### config.mk
export PLATFORM = sky130hd
export DESIGN_NAME = rs_issue_scheduler
export DESIGN_NICKNAME = d
export VERILOG_FILES = /design/src/rtl/rs_issue_scheduler.sv
export SDC_FILE = /design/constraint.sdc
export NUM_CORES = 1
export LEC_CHECK = 0
export CORE_ASPECT_RATIO = 1.25
export CORE_MARGIN = 4
export CORE_UTILIZATION = 45
export CTS_CLUSTER_SIZE = 30
export DETAILED_ROUTE_END_ITERATION = 6
export DONT_BUFFER_PORTS = 1
export PLACE_DENSITY_LB_ADDON = 0.1
export SETUP_SLACK_MARGIN = 0.2
export SKIP_LAST_GASP = 1
export SLEW_MARGIN = 20
export SYNTH_ARGS = -nofsm -noshare
export SYNTH_HDL_FRONTEND = slang
export SYNTH_SLANG_ARGS = --single-unit
### constraint.sdc
create_clock -name clk -period 16 [get_ports clk]
set_input_delay 1.6 -clock clk [delete_from_list [all_inputs] [get_ports clk]]
set_output_delay 1.6 -clock clk [all_outputs]
set_load 0.05 [all_outputs]
### src/rtl/rs_issue_scheduler.sv
// Reservation station between dispatch and one FU: buffers packets, wakes sources on tag broadcast,
// issues oldest-ready; 1-cycle dispatch/wakeup-to-issue; disp_ready from occupancy, iss held under iss_ready=0.
package CORE_PKG;
   parameter int RS_ENTRIES = 4;
   parameter int NUM_PREGS  = 64;
   localparam int PW = $clog2(NUM_PREGS);

   typedef struct packed {
      logic [PW-1:0] dst_preg;
      logic [PW-1:0] src1_preg;
      logic [PW-1:0] src2_preg;
      logic [31:0]   imm;
      logic          instr_valid;
      logic [31:0]   pc;
   } disp_packet_t;
endpackage

module rs_issue_scheduler #(
   parameter int RS_ENTRIES = CORE_PKG::RS_ENTRIES,
   parameter int NUM_PREGS  = CORE_PKG::NUM_PREGS,
   parameter int NUM_WB     = 2,
   localparam int PW        = $clog2(NUM_PREGS),
   localparam int CW        = $clog2(RS_ENTRIES + 1)
) (
   input  logic                       clk,
   input  logic                       rst,
   input  logic                       flush,
   input  logic                       disp_valid,
   output logic                       disp_ready,
   input  CORE_PKG::disp_packet_t     disp_packet,
   input  logic                       disp_src1_rdy,
   input  logic                       disp_src2_rdy,
   input  logic [NUM_WB-1:0]          wb_valid,
   input  logic [NUM_WB*PW-1:0]       wb_preg,
   output logic                       iss_valid,
   input  logic                       iss_ready,
   output CORE_PKG::disp_packet_t     iss_packet,
   output logic [CW-1:0]              rs_count
);
   localparam int IW = (RS_ENTRIES > 1) ? $clog2(RS_ENTRIES) : 1;

   logic [RS_ENTRIES-1:0]  ent_vld;
   logic [RS_ENTRIES-1:0]  ent_s1;
   logic [RS_ENTRIES-1:0]  ent_s2;
   CORE_PKG::disp_packet_t ent_pkt [RS_ENTRIES];
   // older[i][j] is set when entry i was dispatched before entry j
   logic [RS_ENTRIES-1:0]  older [RS_ENTRIES];
   logic [CW-1:0]          count;

   logic [RS_ENTRIES-1:0]  wake1;
   logic [RS_ENTRIES-1:0]  wake2;
   logic                   disp_w1;
   logic                   disp_w2;
   logic [RS_ENTRIES-1:0]  ready;
   logic [RS_ENTRIES-1:0]  sel_oh;
   logic [IW-1:0]          sel_idx;
   logic [IW-1:0]          free_idx;
   logic                   free_found;
   logic                   disp_fire;
   logic                   iss_fire;

   always_comb begin
      wake1   = '0;
      wake2   = '0;
      disp_w1 = 1'b0;
      disp_w2 = 1'b0;
      for (int k = 0; k < NUM_WB; k++) begin
         if (wb_valid[k]) begin
            if (wb_preg[k*PW +: PW] == disp_packet.src1_preg) disp_w1 = 1'b1;
            if (wb_preg[k*PW +: PW] == disp_packet.src2_preg) disp_w2 = 1'b1;
            for (int i = 0; i < RS_ENTRIES; i++) begin
               if (wb_preg[k*PW +: PW] == ent_pkt[i].src1_preg) wake1[i] = 1'b1;
               if (wb_preg[k*PW +: PW] == ent_pkt[i].src2_preg) wake2[i] = 1'b1;
            end
         end
      end
   end

   assign ready = ent_vld & ent_s1 & ent_s2;

   // An entry wins when no other ready entry is older than it; ages are unique.
   always_comb begin
      sel_oh  = ready;
      sel_idx = '0;
      for (int i = 0; i < RS_ENTRIES; i++) begin
         for (int j = 0; j < RS_ENTRIES; j++) begin
            if (j != i && ready[j] && older[j][i]) sel_oh[i] = 1'b0;
         end
      end
      for (int i = 0; i < RS_ENTRIES; i++) begin
         if (sel_oh[i]) sel_idx = IW'(i);
      end
   end

   always_comb begin
      free_idx   = '0;
      free_found = 1'b0;
      for (int i = 0; i < RS_ENTRIES; i++) begin
         if (!ent_vld[i] && !free_found) begin
            free_idx   = IW'(i);
            free_found = 1'b1;
         end
      end
   end

   assign disp_ready = (count < CW'(RS_ENTRIES));
   assign rs_count   = count;
   assign iss_valid  = |ready;
   assign iss_packet = iss_valid ? ent_pkt[sel_idx] : '0;
   assign disp_fire  = disp_valid && disp_ready && !flush;
   assign iss_fire   = iss_valid && iss_ready;

   always_ff @(posedge clk) begin
      if (rst) begin
         ent_vld <= '0;
         ent_s1  <= '0;
         ent_s2  <= '0;
         count   <= '0;
      end else if (flush) begin
         ent_vld <= '0;
         count   <= '0;
      end else begin
         ent_s1 <= ent_s1 | wake1;
         ent_s2 <= ent_s2 | wake2;
         if (iss_fire) ent_vld[sel_idx] <= 1'b0;
         // free_idx is never the selected slot, so issue and dispatch cannot collide
         if (disp_fire) begin
            ent_vld[free_idx] <= 1'b1;
            ent_pkt[free_idx] <= disp_packet;
            ent_s1[free_idx]  <= disp_src1_rdy | disp_w1;
            ent_s2[free_idx]  <= disp_src2_rdy | disp_w2;
            for (int i = 0; i < RS_ENTRIES; i++) begin
               for (int j = 0; j < RS_ENTRIES; j++) begin
                  if (IW'(i) == free_idx)      older[i][j] <= 1'b0;
                  else if (IW'(j) == free_idx) older[i][j] <= 1'b1;
               end
            end
         end
         count <= count + CW'(disp_fire) - CW'(iss_fire);
      end
   end
endmodule
==> results of run 1 <==
[final cells by class]
type | count | area [sq um]
clock inverters | 24 | 273
fillers | 2658 | 15600
inverters | 9 | 33.8
multi-input cells | 501 | 3650
clock buffers | 42 | 966
repair buffers | 18 | 180
flip-flops and latches | 356 | 10500
well taps | 412 | 515
[power groups by stage]
stage          Clock (mW)  Sequential, mW  Combinational, mW
6_report            0.872            1.03             0.0339
5_1_grt             0.935            1.03             0.0369
4_1_cts             0.894            1.03             0.0336
3_5_place_dp            0            1.05             0.0334
3_3_place_gp            0            1.05             0.0325
2_1_floorplan           0            1.05             0.0333
[metrics by stage]
step,util,worst slack [ps],cells,hold WS [ps],cell area (sq um)
final,0.508,10330,1362,550,16200
after global routing,0.508,10160,1362,584,16200
after CTS,0.506,10320,1360,549,16100
after detailed placement,0.467,10880,1294,539,14900
after global placement,0.466,10910,1293,534,14800
after floorplan,-,9570,931,504,14500
[cells by family (layout without fill, tap and decap cells)]
kind of cell | after synthesis | in the layout | synth area share
AOI/OAI and AO/OA | 283 | 283 | 0.132
xor gates and xnor gates | 122 | 122 | 0.0738
adders and majority gates | 3 | 3 | 0.00311
buffers and inverters | 74 | 93 | 0.0255
DFF | 356 | 356 | 0.728
and+or+nand+nor | 93 | 93 | 0.0374
[cells in the mapped netlist]
cell type	n
a2111oi_4	1
fa_1	1
buf_6	6
a21oi_1	99
clkbuf_1	30
o41ai_1	2
nand4_1	25
edfxtp_1	341
buf_4	4
nand2b_1	3
xor2_1	60
buf_2	24
nand3_1	3
and3_1	3
a31o_2	3
inv_1	9
ha_1	2
dfxtp_1	15
a22oi_1	166
nor4_1	23
or3_1	2
a41oi_1	3
and4_1	4
a211oi_1	3
nand4bb_1	1
xnor2_1	62
nor2b_1	4
nor3_1	7
nand2_1	4
a21o_1	1
a2111oi_0	2
nor2_1	13
or2_2	1
o31ai_1	1
a221oi_1	1
clkbuf_2	1
o21ai_0	1
[sequential cells by signal (all words and copies together), names as in the netlist]
signal	flops
ent_pkt	332
ent_s1	4
ent_s2	4
ent_vld	4
older	9
rs_count	3
[worst max-delay path, cell delays in order, from the launching register on]
cell and delay (ps):
dfxtp_1 360, and3_1 290, a2111oi_4 450, and3_4 540, buf_4 640, a22oi_1 220, a21oi_1 930
[worst max-delay path by stage]
stage          startpoint        endpoint  slack [ps]  depth (start not counted)
2_1_floorplan       flush   ent_pkt[3][0]        9570                          4
3_3_place_gp   ent_vld[0]  iss_packet[81]       10910                          7
3_5_place_dp   ent_vld[2]  iss_packet[56]       10880                          6
4_1_cts        ent_vld[2]  iss_packet[56]       10320                          6
5_1_grt        ent_vld[2]  iss_packet[41]       10160                          6
6_report       ent_vld[2]  iss_packet[41]       10330                          6
[routing by layer]
metal  track usage  vias up
met4        0.0686        0
met3        0.0606       76
met1         0.241     4236
met2         0.359      304
li1              -     3680
met5             0        -
==> results.cfg, run 1 <==
[power]
p_seq_frac = 0.533
power_density_mw_per_mm2 = 120
netSwitchingFraction = 0.187
pwr-share-comb = 0.017
ir_drop_v = 0.0000861
p_total_mw = 1.94
netSwitchingPower_mw = 0.363
power.share.clock = 0.450
internal-power_mw = 1.58
p_leak_nw = 5.04

[worst_setup_path]
r2r-start = rs_count[2]
r2r_end = ent_pkt[3][55]
rr_worst_depth = 4
cp-start-kind = flip-flop
r2r_slack_ps = 12300
arrival_ps = 4070
critPathMaxFanout = 54
critPathRequiredTime_ps = 14400
endpoint_kind = primary output
worst-setup-path-type = flip-flop to primary output

[sta]
worst_slew_pin_slew_ps = 1180
setup_viol = 0
max_slew_margin = 0.216
final.setup.tns_ps = 0
hold_viol = 0
period_needed_ps = 5670
drv_slew = 0
rsz0062_at_grt = false
fin_crit_sh = 0.355
skew_ps = 17.2
max_freq_mhz = 176

[floorplanning]
die_y_microns = 209
start_util = 0.455
io_pins = 192
core_area_sq_mm = 0.0318
die_area_sq_mm = 0.0351
num_rows = 73
die_w_microns = 168

[cells_and_area]
nets = 1030
final_common_cell = edfxtp_1
final_cell_mix = edfxtp_1, a22oi_1, a21oi_1
drive_gt1_frac = 0.0958
num_antenna_cells = 0
area_delta_synth_final_pct = 11.7

[logic_synthesis]
synthCells = 931
netlist.area_leader.share = 0.708
synth_fp_nets = 1038
synth_area_sq_mm = 0.0145
synth_cell_types = 37
synth.area.top_cells = edfxtp_1, a22oi_1, xnor2_1
yosysTopAreaCell = edfxtp_1
synth_area_per_cell_sq_um = 15.5
ys_warn_count = 0
ys_ff_latch = 356
synth_seq_area_share = 0.728

[drt]
wl_met1_mm = 14.0
final_antenna_net_count = 0
top_layer = met4
drt-total-wl_mm = 37.2
drcViolationCount = 0
met3_wirelength_mm = 2.82
vias = 8296
met2WireLength_mm = 19.2
drt_pre_antenna_iters = 5
drt_iter0_markers = 534
routedWlPerCell_microns = 27.3
routed_via_density = 6.09

[worst_hold_path]
min_path_cells = 2
hp-class = flip-flop to flip-flop
whs_endpoint = ent_vld[2]
min-delay-start = ent_vld[2]

[global_route]
grt_antenna_before_repair = 0
grt_start_max_net_pins = 77
grt_pass1_wl_mm = 54.9
grt_use_total = 0.205
grt_pass1_vias = 8668
overflow = 0

[clocking]
cts_setup_buffers = 0
cts_max_level = 2
clockBufferDepth = 3
cts_tree = yes
cts_buffers = 37
cts_resized = 0
cts-root-buf = clkbuf_16
cts_sinks = 356
clock_latency_ps = 530
postCtsHoldBufs = 0
clkTransAtPathRegs_ps = 60

[placed_design]
port_buffers = 0
gp_congestion = 0.858
post-dp-hpwl_mm = 22.8

[job]
maxCapViolations = 0

[run_status]
status = complete, no violations
No activity file was read; power rests on OpenSTA's default activity.
==> inputs of run 2 (changes only) <==
clock period = 5.2 ns   (was 16 ns; I/O delays follow)
==> run 2 against run 1 <==
Largest cell class unchanged; sequential power rose to 3.1 times the previous value; critical endpoint is now iss_packet[76]; largest power group unchanged; routed wire length down 1.3%; register-to-register slack worse by 10000 ps; first-iteration DRC count up 21%; global-route usage about the same; utilization up 0.36 points; clock-buffer cell count up 1; cell count up 1.5%.
==> results.cfg, run 2 (synthesis gave the netlist of run 1 again) <==
[run_status]
status = complete, no violations

[cells_and_area]
largest_register_ffs = 332
drive_gt1_frac = 0.112
final_cell_mix = edfxtp_1, a22oi_1, a21oi_1
area_delta_synth_final_pct = 12.4
num_antenna_cells = 0
top_register = ent_pkt
top_regs = ent_pkt x332, older x9
design_area_sq_mm = 0.0163
final_common_cell = edfxtp_1
nets = 1054
post-route-util = 0.512

[floorplanning]
core_area_sq_mm = 0.0318
start_util = 0.455
die_y_microns = 209
io_pins = 192
die_w_microns = 168
num_rows = 73
die_area_sq_mm = 0.0351

[job]
maxCapViolations = 0

[clocking]
postCtsHoldBufs = 0
cts_tree = yes
cts_resized = 0
cts_sinks = 356
clock_latency_ps = 520
clockBufferDepth = 3
cts_max_level = 2
clkTransAtPathRegs_ps = 60
cts_setup_buffers = 0
cts-root-buf = clkbuf_16
cts_buffers = 37

[worst_setup_path]
arrival_ps = 3790
endpoint_kind = primary output
critPathRequiredTime_ps = 4680
critPathMaxFanout = 53
cp-start-kind = flip-flop
worst-setup-path-type = flip-flop to primary output

[sta]
skew_ps = 9.97
worst_slew_pin_slew_ps = 1130
rsz0062_at_grt = false
final.setup.tns_ps = 0
max_freq_mhz = 232
fin_crit_sh = 0.829
drv_slew = 0
setup_viol = 0
hold_viol = 0
period_needed_ps = 4310
max_slew_margin = 0.246

[placed_design]
post-dp-hpwl_mm = 22.5
placed_area_sq_mm = 0.0151
port_buffers = 0
gp_congestion = 0.844

[drt]
routed_via_density = 6.10
drt_iter0_markers = 646
drt-total-wl_mm = 36.7
drcViolationCount = 0
routedWlPerCell_microns = 26.6
vias = 8427
drt_pre_antenna_iters = 5
final_antenna_net_count = 0

[global_route]
grt_start_max_net_pins = 74
grt_pass1_wl_mm = 55.0
overflow = 0
grt_use_total = 0.205
grt_antenna_before_repair = 0
grt_pass1_vias = 8853

[power]
ir_drop_v = 0.000317
power_density_mw_per_mm2 = 364
p_leak_nw = 5.15

[worst_hold_path]
hp-class = primary input to flip-flop
==> run 2: cell count changes in the layout (fill, tap and decap cells not counted), moves of 2 or more <==
cell      change
a21oi_2       -7
buf_4        +24
inv_6         +2
a21oi_1       +7
clkinv_1      -5
==> run 2: layer usage <==
layer | up-vias | GRT usage | wire, microns
met3 | 93 | 0.0534 | 2650
met5 | - | 0 | 0
li1 | 3740 | - | -
met2 | 324 | 0.360 | 19000
met1 | 4270 | 0.241 | 13800
met4 | 0 | 0.0781 | 1190
==> run 2: layout make-up <==
class                   count  area [sq um]
inverters                   9          33.8
flip-flops and latches    356         10500
repair buffers             42           353
multi-input cells         501          3620
fillers                  2652         15500
well taps                 412           515
clock buffers              43           991
clock inverters            19           221
==> run 2: where the power goes <==
group | internal, mW | leakage (nW) | switching (mW)
registers | 3.17 | 3.21 | 0.0135
clock network | 1.61 | 0.600 | 1.04
logic | 0.0507 | 1.34 | 0.0501
==> run 2: critical path: stages, from the launching register on <==
cell and delay, ps:
dfxtp_1 450, and3_1 260, and4_4 580, buf_4 680
a22oi_1 290, a21oi_1 950
==> run 2: through the flow <==
stage	std cells	worst slack [ps]	power, mW	hold slack, ps
final	1382	889	5.93	69.9
after global routing	1382	709	6.14	35.7
after CTS	1382	900	6.00	34.3
after detailed placement	1320	1470	3.34	556
after global placement	1320	1520	3.34	517
after floorplan	931	272	3.34	504
==> run 2: path summary, 6_finish.rpt <==
path / startpoint / to / slack [ps] / cells past startpoint
hold / removal: rst / ent_s2[1] / 70 / 1
setup reg to reg: rs_count[2] / ent_pkt[3][67] / 1930 / 4
setup / recovery: ent_vld[3] / iss_packet[76] / 890 / 5
hold reg to reg: ent_vld[2] / ent_vld[2] / 570 / 2
